$ cat src/rtl/line_xfer_pkg.sv
// ---------------------------------------------------------------------------
// line_xfer_pkg
// Shared definitions for the cache-line transfer sequencer.
//   state_t     : sequencer states
//   LINE_WORDS  : words per cache line
//   OFFSET_W    : word-within-line address bits
//   line_base() : clears the word offset of an address (up to MAX_AW bits)
// ---------------------------------------------------------------------------
package line_xfer_pkg;

    typedef enum logic [2:0] {
        IDLE    = 3'd0,
        RD_BEAT = 3'd1,
        WR_BEAT = 3'd2,
        DONE    = 3'd3,
        ERR     = 3'd4
    } state_t;

    localparam int LINE_WORDS = 4;
    localparam int OFFSET_W   = 2;
    localparam int MAX_AW     = 32;

    // Callers zero-extend their address to MAX_AW bits and truncate the result
    // back, so one function serves every address width up to MAX_AW.
    function automatic logic [MAX_AW-1:0] line_base(input logic [MAX_AW-1:0] addr);
        return {addr[MAX_AW-1:OFFSET_W], {OFFSET_W{1'b0}}};
    endfunction

endpackage

$ cat src/rtl/xfer_timeout_ctr.sv
// ---------------------------------------------------------------------------
// xfer_timeout_ctr
// Counts cycles a memory beat has waited for ready.
//   clock, reset_n : clock, asynchronous active-low reset
//   i_clr          : restart the count (new transfer or completed beat)
//   i_en           : beat is waiting this cycle
//   o_expire       : this waiting cycle is the last one allowed
// ---------------------------------------------------------------------------
module xfer_timeout_ctr #(
    parameter int LIMIT = 15,
    parameter int CW    = $clog2(LIMIT + 1)
) (
    input  logic clock,
    input  logic reset_n,
    input  logic i_clr,
    input  logic i_en,
    output logic o_expire
);

    logic [CW-1:0] r_cnt;

    // Expiry is flagged on the LIMIT-th consecutive waiting cycle.
    assign o_expire = i_en && (r_cnt == CW'(LIMIT - 1));

    always_ff @(posedge clock or negedge reset_n) begin
        if (!reset_n) begin
            r_cnt <= '0;
        end else if (i_clr) begin
            r_cnt <= '0;
        end else if (i_en) begin
            r_cnt <= r_cnt + CW'(1);
        end
    end

endmodule

$ cat src/rtl/line_xfer_ctrl.sv
// ---------------------------------------------------------------------------
// line_xfer_ctrl
// Sequences 4-word line refills and write-backs between cache and memory.
//   clock, reset_n        : clock, asynchronous active-low reset
//   rd_start / wr_start   : single-cycle start pulses from the cache (IDLE only)
//   line_addr             : any word address within the target line
//   cache_wdata           : write-back word for the current beat_idx
//   beat_idx              : word index of the current memory beat
//   fill_data/idx/valid   : registered refill word returned to the cache
//   busy, done, err       : transfer status; err coincides with done
//   rd_mem, wr_mem        : memory strobes, held across beats
//   addr_mem, mem_wdata   : memory word address / write data
//   mem_rdata, ready_mem  : memory read data / per-beat accept
// ---------------------------------------------------------------------------
module line_xfer_ctrl
    import line_xfer_pkg::*;
#(
    parameter int AWIDTH  = 9,
    parameter int DWIDTH  = 8,
    parameter int TIMEOUT = 15
) (
    input  logic              clock,
    input  logic              reset_n,
    input  logic              rd_start,
    input  logic              wr_start,
    input  logic [AWIDTH-1:0] line_addr,
    input  logic [DWIDTH-1:0] cache_wdata,
    output logic [1:0]        beat_idx,
    output logic [DWIDTH-1:0] fill_data,
    output logic [1:0]        fill_idx,
    output logic              fill_valid,
    output logic              busy,
    output logic              done,
    output logic              err,
    output logic              rd_mem,
    output logic              wr_mem,
    output logic [AWIDTH-1:0] addr_mem,
    output logic [DWIDTH-1:0] mem_wdata,
    input  logic [DWIDTH-1:0] mem_rdata,
    input  logic              ready_mem
);

    localparam int TCW = $clog2(TIMEOUT + 1);

    state_t              r_state;
    state_t              w_state_nxt;
    logic [OFFSET_W-1:0] r_beat;
    logic [AWIDTH-1:0]   r_base;
    logic                r_fill_valid;
    logic [DWIDTH-1:0]   r_fill_data;
    logic [1:0]          r_fill_idx;

    logic w_in_beat;
    logic w_beat_ok;
    logic w_last_ok;
    logic w_accept;
    logic w_tmo_expire;

    assign w_in_beat = (r_state == RD_BEAT) || (r_state == WR_BEAT);
    assign w_beat_ok = w_in_beat && ready_mem;
    assign w_last_ok = w_beat_ok && (r_beat == OFFSET_W'(LINE_WORDS - 1));
    assign w_accept  = (r_state == IDLE) && (rd_start || wr_start);

    xfer_timeout_ctr #(
        .LIMIT (TIMEOUT),
        .CW    (TCW)
    ) u_tmo (
        .clock    (clock),
        .reset_n  (reset_n),
        .i_clr    (w_accept || w_beat_ok),
        .i_en     (w_in_beat && !ready_mem),
        .o_expire (w_tmo_expire)
    );

    always_comb begin
        w_state_nxt = r_state;
        unique case (r_state)
            IDLE: begin
                // Write-back wins a simultaneous start; the cache re-issues the refill.
                if (wr_start)      w_state_nxt = WR_BEAT;
                else if (rd_start) w_state_nxt = RD_BEAT;
            end
            RD_BEAT, WR_BEAT: begin
                if (w_last_ok)         w_state_nxt = DONE;
                else if (w_tmo_expire) w_state_nxt = ERR;
            end
            DONE, ERR: w_state_nxt = IDLE;
            default:   w_state_nxt = IDLE;
        endcase
    end

    always_ff @(posedge clock or negedge reset_n) begin
        if (!reset_n) begin
            r_state <= IDLE;
            r_beat  <= '0;
            r_base  <= '0;
        end else begin
            r_state <= w_state_nxt;
            if (w_accept) begin
                r_beat <= '0;
                r_base <= AWIDTH'(line_base(MAX_AW'(line_addr)));
            end else if (w_beat_ok && !w_last_ok) begin
                // The final beat leaves the counter at 3 rather than wrapping.
                r_beat <= r_beat + OFFSET_W'(1);
            end
        end
    end

    // Refill words are captured on the accepted beat and presented next cycle.
    always_ff @(posedge clock or negedge reset_n) begin
        if (!reset_n) begin
            r_fill_valid <= 1'b0;
            r_fill_data  <= '0;
            r_fill_idx   <= '0;
        end else begin
            r_fill_valid <= w_beat_ok && (r_state == RD_BEAT);
            if (w_beat_ok && (r_state == RD_BEAT)) begin
                r_fill_data <= mem_rdata;
                r_fill_idx  <= r_beat;
            end
        end
    end

    assign beat_idx   = r_beat;
    assign fill_data  = r_fill_data;
    assign fill_idx   = r_fill_idx;
    assign fill_valid = r_fill_valid;
    assign busy       = (r_state != IDLE);
    assign done       = (r_state == DONE) || (r_state == ERR);
    assign err        = (r_state == ERR);
    assign rd_mem     = (r_state == RD_BEAT);
    assign wr_mem     = (r_state == WR_BEAT);
    // Base offset bits are zero, so OR-ing in the beat forms the word address.
    assign addr_mem   = w_in_beat ? (r_base | AWIDTH'(r_beat)) : '0;
    assign mem_wdata  = (r_state == WR_BEAT) ? cache_wdata : '0;

endmodule

$ cat config.mk
export PLATFORM = sky130hd
export DESIGN_NAME = line_xfer_ctrl
export DESIGN_NICKNAME = d
export VERILOG_FILES = /design/src/rtl/line_xfer_pkg.sv /design/src/rtl/xfer_timeout_ctr.sv /design/src/rtl/line_xfer_ctrl.sv
export SDC_FILE = /design/constraint.sdc
export NUM_CORES = 1
export LEC_CHECK = 0
export CORE_UTILIZATION = 40
export CTS_BUF_LIST = sky130_fd_sc_hd__clkbuf_16
export CTS_CLUSTER_DIAMETER = 50
export CTS_CLUSTER_SIZE = 24
export DETAILED_ROUTE_END_ITERATION = 12
export PLACE_DENSITY_LB_ADDON = 0.1
export SYNTH_ARGS = -nofsm -noshare
export SYNTH_HDL_FRONTEND = slang
export SYNTH_SLANG_ARGS = --single-unit
export TNS_END_PERCENT = 20
$ cat constraint.sdc
create_clock -name clock -period 1.85 [get_ports clock]
set_clock_uncertainty 0.05 [all_clocks]
set_input_delay 0.37 -clock clock [delete_from_list [all_inputs] [get_ports clock]]
set_output_delay 0.37 -clock clock [all_outputs]
set_load 0.05 [all_outputs]
==> impl_metrics.ini <==
[clock_network]
path_clk_slew_ns = 0.06
cts_made_buffers = 3
cts_root_buffer = clkbuf_16
htree_num_levels = 1
clock_latency_ns = 0.26
clock_sinks = 27
ctsLongestPathBuffers = 2
cts_tree = done

[min_path]
hold_end = r_base[8]$_DFFE_PN0P_
hold_start = r_base[8]$_DFFE_PN0P_
hold_class = reg2reg
min_delay_path_depth = 1

[synth]
synth_edf_count = 0
synth_most_common_cell = dfrtp_1
synth-warning-count = 0
syn_avg_cell_area_um2 = 11.5
async_flop_share_pct = 100
synthFlopType = dfrtp_1
synth_top_cells_by_count = 27 x dfrtp_1, 19 x and2_1, 15 x mux2_2, 7 x nor2_1, 4 x inv_1
syn-num-nets = 152
synth-seq-cells = 27
netlist_area_um2 = 1370
yosysSeqAreaShare_pct = 49.3
yosysUniqueCellTypes = 33
synthTopCellsByArea = dfrtp_1 49%, mux2_2 12%, and2_1 8.7%
synthCells = 119
synth_area_leader_cell = dfrtp_1
yosysTopAreaCellShare_pct = 49.3

[floorplan]
initial_core_util_pct = 43.5
die_area_um2 = 3660
die_h_um = 60.5
die_w_um = 60.5
num_rows = 20
fp.coreArea_um2 = 3150
io_pins = 65

[setup_path]
critPathSlowestCell = dfrtp_2
cp_max_fo = 6
crit_chain = buf_6 > nor3b_4 > buf_2 > and2_4 > buf_12
start_kind = register
arrival_ns = 1.52
worstRegToRegCells = 5
path_class = reg2out
critPathTopFamily = buffers and inverters
r2r-end = fill_data[5]$_DFFE_PN0P_
rrSetupSlack_ns = 0.16
crit_required_ns = 1.43
max_stage_delay_ns = 0.44
reg2reg_from = r_state[1]$_DFFE_PN0P_
cp_num_cells = 5
end_kind = output pin
critPathBufInv = 3

[outcome]
failed_checks = setup timing
status = complete, but fails checks

[cells_and_area]
layout-drive-gt1-share_pct = 52.3
final_util_pct = 81.3
syn2layout_area_growth_pct = 87.1
design_area_um2 = 2560
n_antenna_cell = 0
fin_nets = 233

[drt]
drtIter0Drc = 48
viasPerCell = 5.05
firstDrtPassIters = 4
drtAntennaViolNets = 0
num_vias = 1226
drt-total-wl_mm = 3.81
wl_per_cell_um = 15.7
drc = 0

[global_routing]
grt_pass1_vias = 1206
antenna_found_initial = 0
overflow = 0
grt_util_all_layers_pct = 20.7
grt_first_pass_wirelength_mm = 5.58
grt_max_degree = 28

[power_and_ir_drop]
leakage_nw = 1.14
vdd_ir_drop_max_uv = 1490
powerDensity_nw_per_um2 = 2140
total_power_mw = 5.48

[job]
timing.max_cap.violations = 0

[place]
dpl_cell_area_um2 = 2320
hpwl_mm = 2.66
gp_congestion = 0.758
portBuffers = 62

[sta]
setup_viol = 19
fin_ws_ns = -0.0939
slew_headroom_pct = 62.1
rsz0062_at_grt = true
fin_tns_setup_ns = -0.973
tightest_slew_ns = 0.567
finalCritPeriodShare_pct = 105
timing.hold.ws_ns = 0.438
min_period_ns = 1.94
final-max-slew-violation-count = 0
clock.fmax_ghz = 0.514
hold_viol = 0
[cell usage in the layout (no fill, tap or decap), drive strengths merged]
cell type,n
buf,55
clkdlybuf4s50,27
dfrtp,27
and2,19
mux2,17
nor2,8
inv,5
nand2,3
nand2b,3
a21oi,3
ha,3
clkbuf,3
nor3b,2
nand4b,2
o21ai,2
nand3,2
o22ai,2
o32ai,2
o31ai,2
xnor2,2
or3,1
o21bai,1
xor2,1
or3b,1
mux2i,1
or2,1
a21o,1
nand3b,1
o211a,1
o221ai,1
[worst max path at each step]
stage | startpoint | to | slack, ns
after detailed placement | r_state[0]$_DFFE_PN0P_ | addr_mem[4] | -0.06
final | r_state[2]$_DFFE_PN0P_ | mem_wdata[0] | -0.09
after global placement | r_state[0]$_DFFE_PN0P_ | addr_mem[4] | -0.01
after floorplan | r_state[2]$_DFFE_PN0P_ | mem_wdata[0] | -0.14
after CTS | r_state[2]$_DFFE_PN0P_ | busy | -0.06
after global routing | r_state[2]$_DFFE_PN0P_ | mem_wdata[0] | -0.17
[per-layer routing]
metal,track usage [%],vias to the layer above,part of all wire [%],wire length [um]
met5,0,-,0,0
met4,7.14,0,1.2,45
met2,35.8,60,53,2030
li1,-,570,-,-
met1,25.8,590,39,1500
met3,4.26,6,6.3,239
[registers in the layout, indices dropped and copies added, names as in the netlist]
register and cells:
r_state 3, fill_idx 2, r_base 7, beat_idx 2, fill_data 8, u_tmo.r_cnt 4
fill_valid 1
[through the flow]
stage	std cells	setup WS, ns
6_report	243	-0.0939
5_1_grt	243	-0.168
4_1_cts	240	-0.0590
3_5_place_dp	230	-0.0550
3_3_place_gp	230	-0.0128
2_1_floorplan	119	-0.145
[repair_timing]
item                                    in CTS  in global routing
setup buffers                                6                  2
endpoints found under the setup margin      20                 20
pin swaps                                    2                 14
hold buffers                                 0                  0
resized for setup                           16                  9
gates cloned                                 0                  1
[cells by family after synthesis]
kind of cell	Yosys count	share of synthesized area, %
xor+xnor	3	1.92
flops	27	49.3
fa+ha+maj	3	2.74
mux	18	14.7
simple gates	43	19.5
buf+inv	10	4.29
compound gates	15	7.58
[layout make-up]
class                   instances  area, um^2
repair buffers                 82         987
multi-input cells              82         748
well taps                      44        55.1
fillers                       191         589
inverters                       4        15.0
clock inverters                 1        3.75
clock buffers                   3        75.1
flip-flops and latches         27         679
[power breakdown]
group	total (mW)	leakage (nW)	internal (mW)	switching [mW]
Combinational	3.97	0.773	1.88	2.08
Clock	0.474	0.0423	0.289	0.185
Sequential	1.04	0.329	0.857	0.188
Total	5.48	1.14	3.03	2.45
No activity file was read; power rests on OpenSTA's default activity.
